**config.mk**
```make
export PLATFORM = sky130hd
export DESIGN_NAME = controlador_tx_flat
export DESIGN_NICKNAME = d
export VERILOG_FILES = /design/src/rtl/controlador_tx_if.sv /design/src/rtl/controlador_tx.sv /design/src/flat_wrapper.sv
export SDC_FILE = /design/constraint.sdc
export NUM_CORES = 1
export LEC_CHECK = 0
export CORE_MARGIN = 1
export CORE_UTILIZATION = 35
export DETAILED_ROUTE_END_ITERATION = 8
export HOLD_SLACK_MARGIN = 0.05
export SETUP_SLACK_MARGIN = 0.05
export SLEW_MARGIN = 20
export SYNTH_ARGS = -nofsm -noshare
export SYNTH_HDL_FRONTEND = slang
export SYNTH_SLANG_ARGS = --single-unit
```
**constraint.sdc**
```tcl
create_clock -name clk -period 1.7 [get_ports clk]
set_input_delay 0.34 -clock clk [delete_from_list [all_inputs] [get_ports clk]]
set_output_delay 0.34 -clock clk [all_outputs]
set_load 0.005 [all_outputs]
```
**src/rtl/controlador_tx_if.sv**
```systemverilog
// controlador_tx_if: byte-path bundle between the upstream requester, the transmit
// sequencer and the encoder path.
//   dataValid/dataByte/dataK  requester -> sequencer, qualified by dataReady
//   dataReady                 sequencer -> requester, a transfer is dataValid & dataReady
//   dataOut/K/TxElecIdle      sequencer -> encoder path, registered symbol stream
//   linkUp                    sequencer status, registered
// master: the requester/observer side. slave: the sequencer.
interface controlador_tx_if;
    logic       dataValid;
    logic [7:0] dataByte;
    logic       dataK;
    logic       dataReady;
    logic [7:0] dataOut;
    logic       K;
    logic       TxElecIdle;
    logic       linkUp;

    modport master (
        output dataValid, dataByte, dataK,
        input  dataReady, dataOut, K, TxElecIdle, linkUp
    );

    modport slave (
        input  dataValid, dataByte, dataK,
        output dataReady, dataOut, K, TxElecIdle, linkUp
    );
endinterface

```
**src/rtl/controlador_tx.sv**
```systemverilog
// controlador_tx: transmit-side link sequencer for the 8-bit PCIe byte path.
// Holds the line in electrical idle, sends N_TRAIN training ordered sets when linkEn
// rises, then forwards requester bytes and inserts a SKP ordered set after every
// SKP_INTERVAL data slots.
//   clk     byte clock, rising edge
//   rst     synchronous active-high reset (overrides enb)
//   enb     global enable; 0 freezes every register and blocks the handshake
//   linkEn  bring the link up (1) or down (0)
//   bus     slave side of controlador_tx_if (handshake in, symbol stream out)
module controlador_tx #(
    parameter int unsigned SKP_INTERVAL = 16,
    parameter int unsigned N_TRAIN      = 4
) (
    input  logic            clk,
    input  logic            rst,
    input  logic            enb,
    input  logic            linkEn,
    controlador_tx_if.slave bus
);

    localparam logic [7:0] SymCom  = 8'hBC;
    localparam logic [7:0] SymSkp  = 8'h1C;
    localparam logic [7:0] SymFill = 8'h4A;
    localparam logic [7:0] SymIdle = 8'h00;

    localparam logic [7:0] TrainLast = 8'(N_TRAIN * 4 - 1);
    localparam logic [7:0] DataLast  = 8'(SKP_INTERVAL - 1);

    typedef enum logic [1:0] {
        StIdle,
        StTrain,
        StData,
        StSkp
    } estado_t;

    estado_t    estado;
    logic [7:0] cnt;
    logic [7:0] dout_q;
    logic       k_q;
    logic       elec_idle_q;
    logic       link_up_q;

    // Only data slots accept bytes; SKP sets and link-down edges never do.
    assign bus.dataReady  = ~rst & enb & linkEn & (estado == StData);
    assign bus.dataOut    = dout_q;
    assign bus.K          = k_q;
    assign bus.TxElecIdle = elec_idle_q;
    assign bus.linkUp     = link_up_q;

    always_ff @(posedge clk) begin
        if (rst) begin
            estado      <= StIdle;
            cnt         <= 8'd0;
            dout_q      <= SymIdle;
            k_q         <= 1'b0;
            elec_idle_q <= 1'b1;
            link_up_q   <= 1'b0;
        end else if (enb) begin
            // linkUp trails the state by one edge so it lines up with the first data
            // slot on dataOut.
            link_up_q <= (estado == StData) || (estado == StSkp);

            case (estado)
                StIdle: begin
                    if (linkEn) begin
                        estado <= StTrain;
                        cnt    <= 8'd0;
                    end else begin
                        dout_q      <= SymIdle;
                        k_q         <= 1'b0;
                        elec_idle_q <= 1'b1;
                    end
                end

                StTrain: begin
                    dout_q      <= (cnt[1:0] == 2'd0) ? SymCom : SymFill;
                    k_q         <= (cnt[1:0] == 2'd0);
                    elec_idle_q <= 1'b0;
                    // Link-down is only honoured once the current set is complete.
                    if (cnt[1:0] == 2'd3 && !linkEn) begin
                        estado <= StIdle;
                        cnt    <= 8'd0;
                    end else if (cnt == TrainLast) begin
                        estado <= StData;
                        cnt    <= 8'd0;
                    end else begin
                        cnt <= cnt + 8'd1;
                    end
                end

                StData: begin
                    if (!linkEn) begin
                        estado      <= StIdle;
                        cnt         <= 8'd0;
                        dout_q      <= SymIdle;
                        k_q         <= 1'b0;
                        elec_idle_q <= 1'b1;
                    end else begin
                        // dataReady is high here, so dataValid alone means a transfer.
                        if (bus.dataValid) begin
                            dout_q <= bus.dataByte;
                            k_q    <= bus.dataK;
                        end else begin
                            dout_q <= SymIdle;
                            k_q    <= 1'b0;
                        end
                        elec_idle_q <= 1'b0;
                        if (cnt == DataLast) begin
                            estado <= StSkp;
                            cnt    <= 8'd0;
                        end else begin
                            cnt <= cnt + 8'd1;
                        end
                    end
                end

                StSkp: begin
                    dout_q      <= (cnt[1:0] == 2'd0) ? SymCom : SymSkp;
                    k_q         <= 1'b1;
                    elec_idle_q <= 1'b0;
                    if (cnt[1:0] == 2'd3) begin
                        estado <= linkEn ? StData : StIdle;
                        cnt    <= 8'd0;
                    end else begin
                        cnt <= cnt + 8'd1;
                    end
                end

                default: begin
                    estado <= StIdle;
                    cnt    <= 8'd0;
                end
            endcase
        end
    end

endmodule
```
**src/flat_wrapper.sv**
```systemverilog
// flat-port wrapper written by rule: the top's interface ports become plain ports
module controlador_tx_flat 
#(
    parameter int unsigned SKP_INTERVAL = 16,
    parameter int unsigned N_TRAIN      = 4
)
  (clk, rst, enb, linkEn, bus_dataValid, bus_dataByte, bus_dataK, bus_dataReady, bus_dataOut, bus_K, bus_TxElecIdle, bus_linkUp);
  controlador_tx_if bus_i ();
  input  logic clk;
  input  logic rst;
  input  logic enb;
  input  logic linkEn;
  input wire logic [$bits(bus_i.dataValid)-1:0] bus_dataValid;
  input wire logic [$bits(bus_i.dataByte)-1:0] bus_dataByte;
  input wire logic [$bits(bus_i.dataK)-1:0] bus_dataK;
  output wire logic [$bits(bus_i.dataReady)-1:0] bus_dataReady;
  output wire logic [$bits(bus_i.dataOut)-1:0] bus_dataOut;
  output wire logic [$bits(bus_i.K)-1:0] bus_K;
  output wire logic [$bits(bus_i.TxElecIdle)-1:0] bus_TxElecIdle;
  output wire logic [$bits(bus_i.linkUp)-1:0] bus_linkUp;
  assign bus_i.dataValid = bus_dataValid;
  assign bus_i.dataByte = bus_dataByte;
  assign bus_i.dataK = bus_dataK;
  assign bus_dataReady = bus_i.dataReady;
  assign bus_dataOut = bus_i.dataOut;
  assign bus_K = bus_i.K;
  assign bus_TxElecIdle = bus_i.TxElecIdle;
  assign bus_linkUp = bus_i.linkUp;
  controlador_tx #(.SKP_INTERVAL(SKP_INTERVAL), .N_TRAIN(N_TRAIN)) u_core (.clk(clk), .rst(rst), .enb(enb), .linkEn(linkEn), .bus(bus_i));
endmodule
```
==> impl_metrics.ini, run 1 <==
[sta]
rsz0062_at_grt = yes
final.period_utilization = 0.958
worst_slew_pin_slew_ns = 0.332
drv_slew = 0
max_freq_ghz = 0.614
setup_viol = 0
fin_setup_tns_ns = 0
slew_headroom = 0.778
final.min_clock_period_ns = 1.63
finalHoldViolCount = 0
timing.hold.ws_ns = 0.466
skew_ns = 0.00552

[clock_network]
cts-buffers-inserted = 3
root_buffer = clkbuf_4
clock_path_buffers = 2
cts_sinks = 21
clock_latency_ns = 0.30
h-tree-depth = 1
cts.clk_slew.worst_paths_ns = 0.12
cts_tree = yes

[synth]
synth-seq-cells = 21
synth.area.top_cells = dfxtp_1, a21oi_1, nor2_1
synthFlopType = dfxtp_1
synth_commonest_cells = dfxtp_1, nor2_1, a21oi_1, nand2_1, clkbuf_1
synth_edf_count = 0
synth_area_per_cell_um2 = 8.20
yosysMostFrequentCell = dfxtp_1
yosysTopAreaCellShare = 0.377
yosys_warnings = 0
synthesis.area_um2 = 1110
syn_nets = 153
yosysSeqAreaShare = 0.377
synth_cells = 136
synth_top_area_cell = dfxtp_1
async_reset_ff_frac = 0
ys_types = 41

[finish]
area_growth_pct = 46.5
drive_above_1_share = 0.235
fill_cells = 292
multi_input_area_um2 = 682
final_nets = 197
diodes = 0
regArea_um2 = 430
final_area_um2 = 1630

[critical_path]
reg2reg_depth = 6
critPathMaxFanout = 3
slowest_stage = or4_1
endpoint = u_core.cnt[5]
critical_path.top_delay_family = simple AND/OR/NAND/NOR gates
cp.arrival_ns = 1.87
crit_buf_inv = 0
crit_start = u_core.cnt[0]
worst_ep_required_time_ns = 1.94
critPathKind = register to register
crit_cells = 6
start_kind = register
regToRegEndpoint = u_core.cnt[5]
path_cells = ha_4 > and3_4 > and2_4 > o22a_1 > or4_1 > a31oi_1
rr_startpoint = u_core.cnt[0]
critPathMaxStageDelay_ns = 0.40
endpoint_kind = register
r2r_slack_ns = 0.07

[route]
drc = 0
final_antenna_net_count = 0
wl_per_cell_um = 13.3
first_iter_violations = 70
drtPass1Iterations = 4
via_per_inst = 5.15
vias = 1149
wirelength_um = 2960

[floorplanning]
dieArea_um2 = 3410
die_h_um = 58.4
ios = 26
initial_core_util = 0.368
core_um2 = 3030
fp.dieW_um = 58.4
rows = 20

[hold_path]
min_path_type = register to register
hold_depth = 2

[grt]
grt_pass1_vias = 1137
grt_max_degree = 20
grt.overflow.total = 0
track_usage = 0.187
grt_antenna_before_repair = 0
grt_pass1_wl_um = 4950

[power_and_ir_drop]
powerDensity_nw_per_um2 = 555
vdd_drop_max_v = 0.000242
power_w = 0.000906
power.leakage_nw = 0.602

[placement]
port_buffers = 25
dp_hpwl_um = 2130
place_area_um2 = 1530
finalWeightedCongestion = 0.863

[run_status]
outcome = finished clean

[run]
drv_cap = 0
-- cell usage in the layout, fill, tap and decap left out, drive strengths merged --
cell            n
a211o           1
a21oi          12
a22o            2
a22oi           4
a2bb2oi         5
a311oi          1
a31oi           4
and2            2
and2b           1
and3            4
buf            24
clkbuf          4
clkdlybuf4s50  23
dfxtp          21
dlymetal6s2s    1
ha              3
inv             4
mux2i           1
nand2          12
nand2b          3
nand3           5
nand4           1
nor2           16
nor2b           2
nor3            2
nor3b           2
nor4            1
nor4b           1
o21a            2
o21ai           3
o221ai          1
o22a            1
o22ai           2
o31a            1
o31ai           2
or2b            1
or4             2
xnor2           1
xor2            1
-- cells by family (layout without fill, tap and decap cells) --
group | count (synthesis) | in the layout | synth area share
buf+inv | 13 | 56 | 0.0584
flops | 21 | 21 | 0.377
compound gates | 41 | 41 | 0.254
xor+xnor | 2 | 2 | 0.0157
simple gates | 55 | 55 | 0.253
mux | 1 | 1 | 0.00898
fa+ha+maj | 3 | 3 | 0.0337
-- worst min-delay path by stage --
stage / from / end / slack, ns
5_1_grt: u_core.bus.dataOut[0] / u_core.bus.dataOut[0] / 0.49
3_5_place_dp: u_core.bus.dataOut[0] / u_core.bus.dataOut[0] / 0.45
3_3_place_gp: u_core.bus.dataOut[0] / u_core.bus.dataOut[0] / 0.44
6_report: u_core.bus.dataOut[0] / u_core.bus.dataOut[0] / 0.47
2_1_floorplan: u_core.bus.dataOut[0] / u_core.bus.dataOut[0] / 0.45
4_1_cts: u_core.bus.dataOut[0] / u_core.bus.dataOut[0] / 0.47
-- stage by stage --
| step | instances | setup WS, ns | util |
|---|---|---|---|
| 2_1_floorplan | 136 | 0.0142 | - |
| 3_3_place_gp | 215 | -0.293 | 0.505 |
| 3_5_place_dp | 215 | -0.316 | 0.505 |
| 4_1_cts | 221 | 0.0310 | 0.525 |
| 5_1_grt | 223 | -0.0114 | 0.539 |
| 6_report | 223 | 0.0711 | 0.539 |
-- flip-flops by register name, indices dropped and copies added, names as in the netlist --
name and count:
u_core.bus.linkUp 1, u_core.bus.TxElecIdle 1, u_core.bus.dataOut 8, u_core.cnt 8
u_core.estado 2, u_core.bus.K 1
-- layout make-up --
type	count	share of cell area
clock buffer	4	0.0161
sequential	21	0.264
multi-input combinational	102	0.418
inverter	4	0.00920
timing repair buffer	48	0.260
tap	44	0.0337
-- worst reg2reg max path: stages (launching register included) --
cell	delay, ns
dfxtp_4	0.37
ha_4	0.16
and3_4	0.17
and2_4	0.15
o22a_1	0.18
or4_1	0.40
a31oi_1	0.13
-- power by group --
part           internal [W]  switching (W)
Clock             0.0000913       0.000156
Sequential         0.000495     0.00000296
Combinational     0.0000895      0.0000714
-- per-layer routing --
layer	global-route usage	wire length, um	vias to the layer above
li1	-	-	581
met4	0.0782	40	0
met2	0.310	1430	32
met5	0	0	-
met3	0.0440	150	4
met1	0.233	1340	532
-- repair_timing --
action / 4_1_cts / 5_1_grt
gates cloned: 0 / 0
setup buffers: 2 / 2
pin swaps: 5 / 2
setup endpoints to repair: 5 / 19
gates resized for setup: 8 / 10
hold buffers: 0 / 0
Power figures use the tool's default switching activity.
==> run 2: changes to the inputs <==
--- a/config.mk
+++ b/config.mk
@@ -14,3 +14,4 @@
 export SYNTH_ARGS = -nofsm -noshare
 export SYNTH_HDL_FRONTEND = slang
 export SYNTH_SLANG_ARGS = --single-unit
+export TNS_END_PERCENT = 30
==> run 2 against run 1 <==
Register-to-register slack got worse by 0.02 ns. Clock power is essentially flat. Utilization is 0.29 points lower. Sequential share of layout area hardly changed. Count of clock-buffer cells in the layout stayed put. Wire length decreased by 1.8%. Die area stayed put. Cell area is 0.54% lower. Critical path type unchanged. Largest cell class unchanged.
==> impl_metrics.ini, run 2 (synthesis gave the netlist of run 1 again) <==
[clock_network]
clock_latency_ns = 0.30
h-tree-depth = 1
root_buffer = clkbuf_4
cts_tree = yes
cts_sinks = 21
cts.clk_slew.worst_paths_ns = 0.13
clock_path_buffers = 2
postCtsHoldBufs = 0
cts-buffers-inserted = 3

[finish]
final_nets = 196
layout_common_cells = clkdlybuf4s50_1, buf_4, dfxtp_1
diodes = 0
final_common_cell = clkdlybuf4s50_1
fill_cells = 286
drive_above_1_share = 0.236
area_growth_pct = 45.7

[sta]
drv_slew = 0
fin_setup_tns_ns = 0
setup_viol = 0
worst_slew_pin_slew_ns = 0.331
slew_headroom = 0.779
max_freq_ghz = 0.608
rsz0062_at_grt = yes
final.min_clock_period_ns = 1.64
skew_ns = 0.00660
finalHoldViolCount = 0
final.period_utilization = 0.967

[route]
wirelength_um = 2910
vias = 1151
wl_per_cell_um = 13.1
first_iter_violations = 70
drc = 0
final_antenna_net_count = 0
via_per_inst = 5.18
drtPass1Iterations = 4

[hold_path]
hold_path_startpoint = u_core.bus.dataOut[0]
hold_path_end = u_core.bus.dataOut[0]
hold_depth = 2
min_path_type = register to register

[critical_path]
critPathMaxFanout = 4
start_kind = register
cp.arrival_ns = 1.88
reg2reg_depth = 6
rr_startpoint = u_core.cnt[1]
regToRegEndpoint = u_core.cnt[5]
endpoint_kind = register
worst_ep_required_time_ns = 1.94
r2r_slack_ns = 0.06
critPathKind = register to register

[grt]
grt_max_degree = 20
grt.overflow.total = 0
grt_pass1_vias = 1115
track_usage = 0.183
grt_antenna_before_repair = 0
grt_pass1_wl_um = 4860

[placement]
port_buffers = 25
dp_hpwl_um = 2130
finalWeightedCongestion = 0.863

[floorplanning]
dieArea_um2 = 3410
core_um2 = 3030
initial_core_util = 0.368
fp.dieW_um = 58.4
ios = 26
die_h_um = 58.4
rows = 20

[power_and_ir_drop]
power_w = 0.000907
vdd_drop_max_v = 0.000242
power.leakage_nw = 0.596
powerDensity_nw_per_um2 = 558

[run_status]
outcome = finished clean

[run]
drv_cap = 0
-- run 2: power by group --
part           switching [W]  total (W)  internal (W)
Clock               0.000156   0.000248     0.0000913
Sequential        0.00000292   0.000499      0.000496
Combinational      0.0000705   0.000160     0.0000892
-- run 2: cell type report --
class,count,area (um^2),area share
flip-flops and latches,21,428,0.263
inverters,4,15.0,0.00924
multi-input cells,102,683,0.421
repair buffers,47,417,0.257
clock buffers,4,26.3,0.0162
well taps,44,55.1,0.0339
-- run 2: worst max-delay path, stage by stage, from the launching register on --
cell,delay (ns)
dfxtp_4,0.37
ha_4,0.17
and3_4,0.18
and2_4,0.15
o22a_1,0.18
or4_1,0.40
a31oi_1,0.13
-- run 2: through the flow --
step	worst slack [ns]	instances	utilization	instance area, um^2	hold slack, ns
floorplan	0.0142	136	-	1130	0.448
global placement	-0.293	215	0.505	1530	0.441
detailed placement	-0.316	215	0.505	1530	0.453
CTS	0.0279	220	0.521	1580	0.470
global route	-0.0257	222	0.536	1620	0.488
finish	0.0554	222	0.536	1620	0.465
-- run 2: routing by layer --
metal / vias up / share of wire / GRT usage
met1: 533 / 0.46 / 0.239
met2: 37 / 0.48 / 0.296
li1: 577 / - / -
met4: 0 / 0.0093 / 0.0646
met5: - / 0 / 0
met3: 4 / 0.053 / 0.0440
-- run 2: worst max-delay path by stage --
stage                  start            end  slack [ns]  cells after the start
2_1_floorplan  u_core.cnt[1]  u_core.cnt[5]        0.01                      7
3_3_place_gp          linkEn  bus_dataReady       -0.29                      4
3_5_place_dp          linkEn  u_core.cnt[5]       -0.32                      7
4_1_cts        u_core.cnt[1]  u_core.cnt[5]        0.03                      7
5_1_grt        u_core.cnt[1]  u_core.cnt[5]       -0.03                      6
6_report       u_core.cnt[1]  u_core.cnt[5]        0.06                      6
-- run 2: timing repair --
| action | in CTS | in global routing |
|---|---|---|
| gates resized for setup | 7 | 12 |
| gates cloned | 0 | 0 |
| setup buffers | 1 | 2 |
| pin swaps | 3 | 7 |
| endpoints found under the hold margin | 0 | 0 |
| endpoints found under the setup margin | 5 | 19 |
